===== config.mk =====
export PLATFORM = sky130hd
export DESIGN_NAME = ula_mul_ctrl
export DESIGN_NICKNAME = d
export VERILOG_FILES = /design/src/rtl/ula_mul_ctrl.sv
export SDC_FILE = /design/constraint.sdc
export NUM_CORES = 1
export LEC_CHECK = 0
export ABC_AREA = 1
export ABC_CLOCK_PERIOD_IN_PS = 4700
export CAP_MARGIN = 20
export CORE_ASPECT_RATIO = 0.7
export CORE_MARGIN = 4
export CORE_UTILIZATION = 47
export DETAILED_ROUTE_END_ITERATION = 8
export PLACE_DENSITY = 0.87
export SLEW_MARGIN = 20
export SYNTH_ARGS = -nofsm -noshare
export SYNTH_HDL_FRONTEND = slang
export SYNTH_SLANG_ARGS = --single-unit

===== constraint.sdc =====
create_clock -name clk -period 4.7 [get_ports clk]
set_clock_uncertainty 0.2 [all_clocks]
set_input_delay 1.175 -clock clk [delete_from_list [all_inputs] [get_ports clk]]
set_output_delay 1.175 -clock clk [all_outputs]
set_load 0.005 [all_outputs]

===== src/rtl/ula_mul_ctrl.sv =====
// ---------------------------------------------------------------------------
// ula_mul_ctrl
//   Sequences an external ULA to compute an unsigned TAM-bit product with a
//   shift-add algorithm. Each ULA command takes two cycles: an ISSUE cycle
//   where the command is presented, and a WAIT cycle where the registered
//   ULA result is consumed.
//
// Ports
//   clk       : clock, all state changes on the rising edge
//   rst       : synchronous active-high reset
//   start     : multiply request, only looked at while idle
//   op_a      : multiplicand, captured when start is accepted
//   op_b      : multiplier, captured when start is accepted
//   busy      : high whenever the controller is not idle
//   done      : one-cycle pulse when the product is ready
//   result    : product modulo 2^TAM, held until the next accepted start
//   ula_a     : ULA operand A
//   ula_b     : ULA operand B
//   ula_ctrl  : ULA command (0000 add, 0110 shift left by one, zero fill)
//   ula_out   : registered ULA result, valid one cycle after the command
// ---------------------------------------------------------------------------
module ula_mul_ctrl #(
    parameter int TAM = 16
) (
    input  logic           clk,
    input  logic           rst,
    input  logic           start,
    input  logic [TAM-1:0] op_a,
    input  logic [TAM-1:0] op_b,
    output logic           busy,
    output logic           done,
    output logic [TAM-1:0] result,
    output logic [TAM-1:0] ula_a,
    output logic [TAM-1:0] ula_b,
    output logic [3:0]     ula_ctrl,
    input  logic [TAM-1:0] ula_out
);

    typedef enum logic [2:0] {
        IDLE,
        EVAL,
        ADD_I,
        ADD_W,
        SHL_I,
        SHL_W,
        DONE
    } state_t;

    localparam logic [3:0] CMD_ADD = 4'b0000;
    localparam logic [3:0] CMD_SHL = 4'b0110;

    state_t         r_state;
    state_t         w_nextState;

    logic [TAM-1:0] r_acc;
    logic [TAM-1:0] r_ma;
    logic [TAM-1:0] r_mb;

    // State register.
    always_ff @(posedge clk) begin
        if (rst) begin
            r_state <= IDLE;
        end else begin
            r_state <= w_nextState;
        end
    end

    // Datapath registers. The accumulator and shifted multiplicand only take
    // the ULA result in the WAIT half of each command, which keeps the ULA
    // operands stable across the whole ISSUE/WAIT pair.
    always_ff @(posedge clk) begin
        if (rst) begin
            r_acc <= '0;
            r_ma  <= '0;
            r_mb  <= '0;
        end else begin
            case (r_state)
                IDLE: begin
                    if (start) begin
                        r_acc <= '0;
                        r_ma  <= op_a;
                        r_mb  <= op_b;
                    end
                end
                ADD_W: begin
                    r_acc <= ula_out;
                end
                SHL_W: begin
                    r_ma <= ula_out;
                    r_mb <= r_mb >> 1;
                end
                default: begin
                end
            endcase
        end
    end

    // Next-state and output decode. The loop ends as soon as the remaining
    // multiplier is zero, so high-order zero bits cost nothing.
    always_comb begin
        w_nextState = r_state;
        ula_a       = '0;
        ula_b       = '0;
        ula_ctrl    = CMD_ADD;
        busy        = 1'b1;
        done        = 1'b0;

        case (r_state)
            IDLE: begin
                busy = 1'b0;
                if (start) begin
                    w_nextState = EVAL;
                end
            end
            EVAL: begin
                if (r_mb == '0) begin
                    w_nextState = DONE;
                end else if (r_mb[0]) begin
                    w_nextState = ADD_I;
                end else begin
                    w_nextState = SHL_I;
                end
            end
            ADD_I, ADD_W: begin
                ula_a    = r_acc;
                ula_b    = r_ma;
                ula_ctrl = CMD_ADD;
                w_nextState = (r_state == ADD_I) ? ADD_W : SHL_I;
            end
            SHL_I, SHL_W: begin
                ula_a    = r_ma;
                ula_b    = '0;
                ula_ctrl = CMD_SHL;
                w_nextState = (r_state == SHL_I) ? SHL_W : EVAL;
            end
            DONE: begin
                done        = 1'b1;
                w_nextState = IDLE;
            end
            default: begin
                w_nextState = IDLE;
            end
        endcase
    end

    assign result = r_acc;

endmodule


### After elaboration in Yosys (flattened, before gate mapping)

Index checks and enable logic that the tools add are counted.

| word-level totals | value |
|---|---|
| register bits after elaboration | 51 |
| input port bits | 51 |

| operators by class | value |
|---|---|
| equal/unequal tests | 7 |
| multiplexer cells | 17 |
| reductions and logical operators | 8 |

Operator list:

| kind | count |
|---|---|
| 16-bit one-hot mux with 2 select lines | 4 |
| 16-bit two-way mux | 4 |
| 3-bit two-way mux | 6 |
| 16-bit logical NOT | 1 |
| 3-bit one-hot mux with 4 select lines | 1 |
| 3-bit == test, second input constant | 3 |
| 3-bit by 2-bit == test with 1-bit output, second input constant | 2 |
| 2-bit AND reduction | 2 |
| 2-bit nonzero test | 2 |
| 2-bit OR reduction | 2 |
| 3-bit by 1-bit == test with 1-bit output, second input constant | 1 |
| 3-bit logical NOT | 1 |
| 1-bit two-way mux | 2 |
| 2-bit != test, second input constant | 1 |

### Logic depth before layout (Yosys ltp)

Gate-level depths: netlist (run 1).

| logic depth | value |
|---|---|
| word-level depth | 3 |
| mapped depth | 9 |
| gate-level depth less buffers | 8 |

### Worst setup path before layout (run 1)

OpenSTA, ideal clock, no wires.

| timing | value |
|---|---|
| path type | register to output |
| from | reg r_state[0] |
| to | out ula_b[10] |
| arrival time | 1.146 ns |
| data required time | 3.325 ns |
| path slack | 2.179 ns |
| stages on the path, launching flop included | 8 |
| path buffers | 1 |
| cells stage by stage | dfxtp_1 > nand2_1 > nor2_4 > inv_2 > nand2_4 > inv_2 > buf_6 > nor2_1 |

| between the ends | value |
|---|---|
| word-level cells in the longest chain between the ends | 3 |
| elaborated cells on any way between the ends | 4 |
| classes of those cells | eq/ne (2); mux (1); reduce/logical (1) |

Ends and longest elaborated chain:

| item | RTL line | RTL |
|---|---|---|
| start, declared | 52 | `state_t r_state;` |
| start signal, assigned | 64 | `r_state <= w_nextState;` |
| 3-bit by 2-bit == test with 1-bit output | 108 | `case (r_state)` |
| 2-bit OR reduction (*) | 108 |  |
| 16-bit two-way mux (*) | 108 |  |
| end, declared | 34 | `output logic [TAM-1:0] ula_b,` |

Mark *: on every way between the ends. The rest lies on a longest branch, timed or not.

### Final worst setup path (run 1)

| timing | value |
|---|---|
| from | reg r_state[0] |
| to | out ula_b[1] |

Same word-level chain as after synthesis.

==> metrics.cfg, run 1 <==
[die]
num_io_pins = 105
die_w_um = 97.2
start_util_pct = 49.3
coreArea_um2 = 5310
std_cell_rows = 22
dieArea_um2 = 6850
die_y_um = 70.4

[route]
drt_pass1_iterations = 5
wire_per_inst_um = 13.9
drtIter0Drc = 224
vias = 2925
ant_nets = 0
drt-total-wl_mm = 8.12
drc = 0
viasPerCell = 5.02

[clock_network]
cts.clk_slew.worst_paths_ps = 90
clockBufferDepth = 2
cts_tree = done
clk_latency_ps = 310
h-tree-depth = 2
postCtsResizedCells = 0
cts_sinks = 51
cts_setup_buffers = 0
cts-root-buf = clkbuf_8
cts_buffers = 5
hold_buffers = 0

[synthesis]
synth_cell_types = 22
syn_avg_cell_area_um2 = 6.17
synth-seq-cells = 51
synth_flop_cell = dfxtp_1
synth_edf_count = 0
ys_warn_count = 0
netlist_area_um2 = 2620
synth_cells = 424
ys_top_cells_by_area = dfxtp_1, nor2_1, nand2_1
synth_top_area_share_pct = 39.0
synth_top_area_cell = dfxtp_1
synth_seq_area_share_pct = 39.0
synth-async-reset-ratio_pct = 0

[sta]
setup_violations = 0
relSlewSlack_pct = 41.3
rsz0062_at_grt = no
maxSlewViolCount = 0
hold_viol_final = 0
fmax_mhz = 263
fin_crit_sh_pct = 80.9
fin_setup_tns_ps = 0
worst_pin_slew_ps = 880
period_needed_ps = 3800

[flow_run]
maxCapViolCount = 0

[place]
dpl.hpwl_mm = 5.82
portBuffers = 102
place_congestion = 0.891

[power_and_ir_drop]
powerDensity_nw_per_um2 = 376
worst_ir_drop_vdd_uv = 186
p_leak_nw = 1.53

[worst_setup_path]
crit_family = simple AND/OR/NAND/NOR gates
cpMostUsedCell = inv_2
cp_data_required_time_ps = 3320
cp_slowest_cell = clkdlybuf4s50_1
worstSetupStartpointType = flip-flop
crit_path_start = r_state[0]
crit_chain = nand2_1, nor2_4, inv_2, nand2_4, inv_2, nor2_1, clkdlybuf4s50_1
criticalPathCategory = reg -> out
r2r_start = r_state[1]
max_stage_delay_ps = 520
path_max_fanout = 18
endpoint_kind = output port
worst-path-buf-inv = 3
arrival_ps = 2430

[grt]
met3_usage_pct = 6.59
grt_max_degree = 49
grt_pass1_vias = 2911
use_met2_pct = 39.3
grt_overflow = 0
grt_pass1_wl_mm = 13.4
gr-usage-all-layers_pct = 23.7
antenna_found_initial = 0
grt-busiest-layer = met2
grt_use_met1_pct = 30.2

[finish]
final_cell_mix = clkdlybuf4s50_1, nor2_1, nand2_1
fin_util_pct = 70.0
final_common_cell = clkdlybuf4s50_1
area_growth_pct = 42.2
final_layout_size_suffix_gt1_share_pct = 3.72
num_antenna_cells = 0
fin_nets = 562
fillerInstances = 439

[run_status]
status = complete, no violations

[hold_path]
hold_path_class = reg -> reg
hp-start = result[15]

-- cells by family (layout without fill, tap and decap cells) --
group | count (synthesis) | in the layout | synth area share [%]
and+or+nand+nor | 192 | 192 | 28.7
other | 1 | 2 | 0.143
DFF | 51 | 51 | 39.0
buffers and inverters | 82 | 168 | 13.2
AOI/OAI and AO/OA | 98 | 98 | 18.9
-- cell type report --
class	count	area (µm²)	area share, %
Multi-Input combinational cell	292	1250	33.7
Tap cell	72	90.1	2.42
Clock buffer	5	68.8	1.85
Timing Repair Buffer	104	1040	27.8
Clock inverter	2	37.5	1.01
Inverter	57	214	5.75
Sequential cell	51	1020	27.4
-- registers in the layout, indices dropped and copies added (netlist names) --
| signal | flops |
|---|---|
| r_ma | 16 |
| r_mb | 16 |
| result | 16 |
| r_state | 3 |
-- where the power goes --
group	switching [W]	internal, W	total [W]	leakage [nW]
clock	0.000149	0.000156	0.000305	0.0502
combinational	0.000314	0.000197	0.000511	1.06
sequential	0.0000640	0.000520	0.000584	0.419
-- synth_stat cells, types with 2 or more instances --
master / instances
a21oi_1: 18
buf_1: 4
buf_2: 10
buf_4: 5
clkbuf_1: 5
dfxtp_1: 51
inv_1: 51
inv_2: 6
nand2_1: 92
nor2_1: 93
nor3_1: 2
o21ai_0: 33
o21ai_1: 45
-- path summary, 6_finish.rpt --
kind                 to  slack, ps  cells after the start
max reg2reg     r_ma[4]       2730                      7
max            ula_b[1]        900                      7
min reg2reg  result[15]        290                      2
min          result[15]        290                      2
-- metal layers --
metal  share of wire (%)  vias up  wire length, µm
met5                   0        -                0
met4                 1.7        0              136
met3                 6.2       14              503
met2                  47      110             3820
met1                  45     1321             3650
li1                    -     1480                -
-- per-stage QoR --
stage	hold slack [ps]	cell area, µm²	setup slack [ps]	std cells	power [W]
finish	294	3720	898	583	0.00140
global route	311	3720	721	583	0.00150
CTS	292	3720	915	583	0.00139
detailed placement	276	3610	1270	576	0.00109
global placement	269	3610	1350	576	0.00107
floorplan	252	2620	2180	425	0.000910
-- worst register-to-register path: cells and delay by family (launching register included) --
family | cells | cell delay (ps)
buffers and inverters | 2 | 570
AND/OR/NAND/NOR | 4 | 550
flip-flops | 1 | 460
AO/OA/AOI/OAI | 1 | 100
Power figures use the tool's default switching activity.
==> run 2, diff against run 1 <==
Settings changed: ABC_CLOCK_PERIOD_IN_PS 4700 to 3230, CORE_UTILIZATION 47 to 39, PLACE_DENSITY 0.87 to 0.77.
Clock period 4.7 ns to 3.23 ns, I/O delays scaled along.
==> run 2 against run 1 <==
Sequential share of layout area is 0.42 points lower; final cell count grew 4.3%; sequential power is 46% higher; critical path depth fell by 1; total power rose by 44%; die area increased by 18%; core utilization down 10 points.
==> metrics.cfg, run 2 (same netlist as run 1, synthesis figures left out) <==
[run_status]
status = complete, no violations  ; unchanged

[power_and_ir_drop]
worst_ir_drop_vdd_uv = 240  ; was 186 µV
p_leak_nw = 1.56  ; was 1.53 nW
powerDensity_nw_per_um2 = 533  ; was 376 nW/µm²

[hold_path]
hold_path_class = reg -> reg  ; unchanged
min_path_cells = 2  ; unchanged

[finish]
final_layout_size_suffix_gt1_share_pct = 5.80  ; was 3.72%
final_cell_mix = clkdlybuf4s50_1, nand2_1, nor2_1  ; was clkdlybuf4s50_1, nor2_1, nand2_1
area_growth_pct = 44.9  ; was 42.2%
final_common_cell = clkdlybuf4s50_1  ; unchanged
num_antenna_cells = 0  ; unchanged
final_cells = 608  ; was 583
fin_nets = 567  ; was 562

[sta]
maxSlewViolCount = 0  ; unchanged
fin_crit_sh_pct = 94.3
relSlewSlack_pct = 45.1  ; was 41.3%
rsz0062_at_grt = no  ; unchanged
hold_viol_final = 0  ; unchanged
worst_pin_slew_ps = 823  ; was 880 ps
setup_violations = 0  ; unchanged
fmax_mhz = 328
period_needed_ps = 3040
fin_setup_tns_ps = 0  ; unchanged

[place]
dpl.cell_count = 597  ; was 576
portBuffers = 102  ; unchanged
place_congestion = 0.788  ; was 0.891
dpl.hpwl_mm = 5.67  ; was 5.82 mm

[clock_network]
cts-root-buf = clkbuf_8  ; unchanged
cts_sinks = 51  ; unchanged
cts_buffers = 5  ; unchanged
cts_tree = done  ; unchanged
clockBufferDepth = 2  ; unchanged
clk_latency_ps = 300  ; was 310 ps
h-tree-depth = 2  ; unchanged
hold_buffers = 0  ; unchanged
cts.clk_slew.worst_paths_ps = 90  ; about the same

[worst_setup_path]
worst-path-buf-inv = 4  ; was 3
regToRegSetupSlack_ps = 1150  ; was 2730 ps
max_stage_delay_ps = 530  ; was 520 ps
cp_slowest_cell = clkdlybuf4s50_1  ; unchanged
criticalPathCategory = reg -> out  ; unchanged
arrival_ps = 2040  ; was 2430 ps
reg2regPathDepth = 6  ; was 7
endpoint_kind = output port  ; unchanged
path_max_fanout = 4  ; was 18
cp_num_cells = 6  ; was 7
crit_family = buffers and inverters  ; was simple AND/OR/NAND/NOR gates
worstSetupStartpointType = flip-flop  ; unchanged
cp_data_required_time_ps = 2220  ; was 3320 ps
crit_chain = inv_2, nor2_2, clkinvlp_4, buf_4, o21ai_0, clkdlybuf4s50_1  ; was nand2_1, nor2_4, inv_2, nand2_4, inv_2, nor2_1, clkdlybuf4s50_1

[grt]
antenna_found_initial = 0  ; unchanged
grt_pass1_vias = 2838  ; was 2911
grt_max_degree = 39  ; was 49
grt_pass1_wl_mm = 13.4  ; about the same
gr-usage-all-layers_pct = 20.1  ; was 23.7%
grt_overflow = 0  ; unchanged

[route]
vias = 2886  ; was 2925
drt-total-wl_mm = 8.07  ; was 8.12 mm
viasPerCell = 4.75  ; was 5.02
drc = 0  ; unchanged
wire_per_inst_um = 13.3  ; was 13.9 µm
drt_pass1_iterations = 4  ; was 5
drtIter0Drc = 146  ; was 224
ant_nets = 0  ; unchanged

[die]
coreArea_um2 = 6370  ; was 5310 µm²
die_y_um = 76.5  ; was 70.4 µm
start_util_pct = 41.1  ; was 49.3%
die_w_um = 106  ; was 97.2 µm
dieArea_um2 = 8110  ; was 6850 µm²
std_cell_rows = 24  ; was 22
num_io_pins = 105  ; unchanged

[flow_run]
maxCapViolCount = 0  ; unchanged

-- run 2: cell count changes in the layout (fill, tap and decap cells not counted), sizes merged --
cell,before,now
buf,2,7
clkbuf,5,7
bufinv,1,0
clkinvlp,1,2
inv,57,56
-- run 2: layer usage --
| metal | wire length [µm] | GRT usage [%] |
|---|---|---|
| met1 | 3670 | 25.8 |
| met2 | 3620 | 33.1 |
| met5 | 0 | 0 |
| met4 | 41 | 3.49 |
| met3 | 745 | 6.77 |
-- run 2: layout make-up --
class / count / area [µm²]
clock buffer: 7 / 96.3
clock inverter: 1 / 7.51
fill: 610 / 2570
inverter: 57 / 220
multi-input combinational: 292 / 1260
sequential: 51 / 1020
tap: 91 / 114
timing repair buffer: 109 / 1070
-- run 2: final timing paths --
check,from,endpoint
setup / recovery,r_state[2],ula_a[7]
hold / removal,result[7],result[7]
setup reg to reg,r_state[1],r_ma[8]
hold reg to reg,result[7],result[7]
-- run 2: what timing repair did --
| item | 4_1_cts | 5_1_grt |
|---|---|---|
| endpoints found under the setup margin | 1 | 20 |
| buffers inserted | 3 | 0 |
| gates resized for setup | 2 | 5 |
-- run 2: worst min-delay path, cell delays in order (launching register included) --
cell and delay [ps]:
dfxtp_1 330, nand2_1 70, a21oi_1 50
-- run 2: metrics by stage --
stage	utilization, %	hold slack (ps)	setup WS [ps]	power, W	area (µm²)
floorplan	-	252	1080	0.00132	2620
global placement	57.4	264	428	0.00158	3650
detailed placement	57.4	273	302	0.00160	3650
CTS	59.5	292	103	0.00203	3790
global route	59.6	318	43.6	0.00218	3790
finish	59.6	292	186	0.00202	3790
-- run 2: where the power goes --
part           switching (W)  leakage, nW  internal (W)
Combinational       0.000461         1.09      0.000304
Clock               0.000212       0.0505      0.000195
Sequential         0.0000907        0.420      0.000759
Total               0.000764         1.56       0.00126
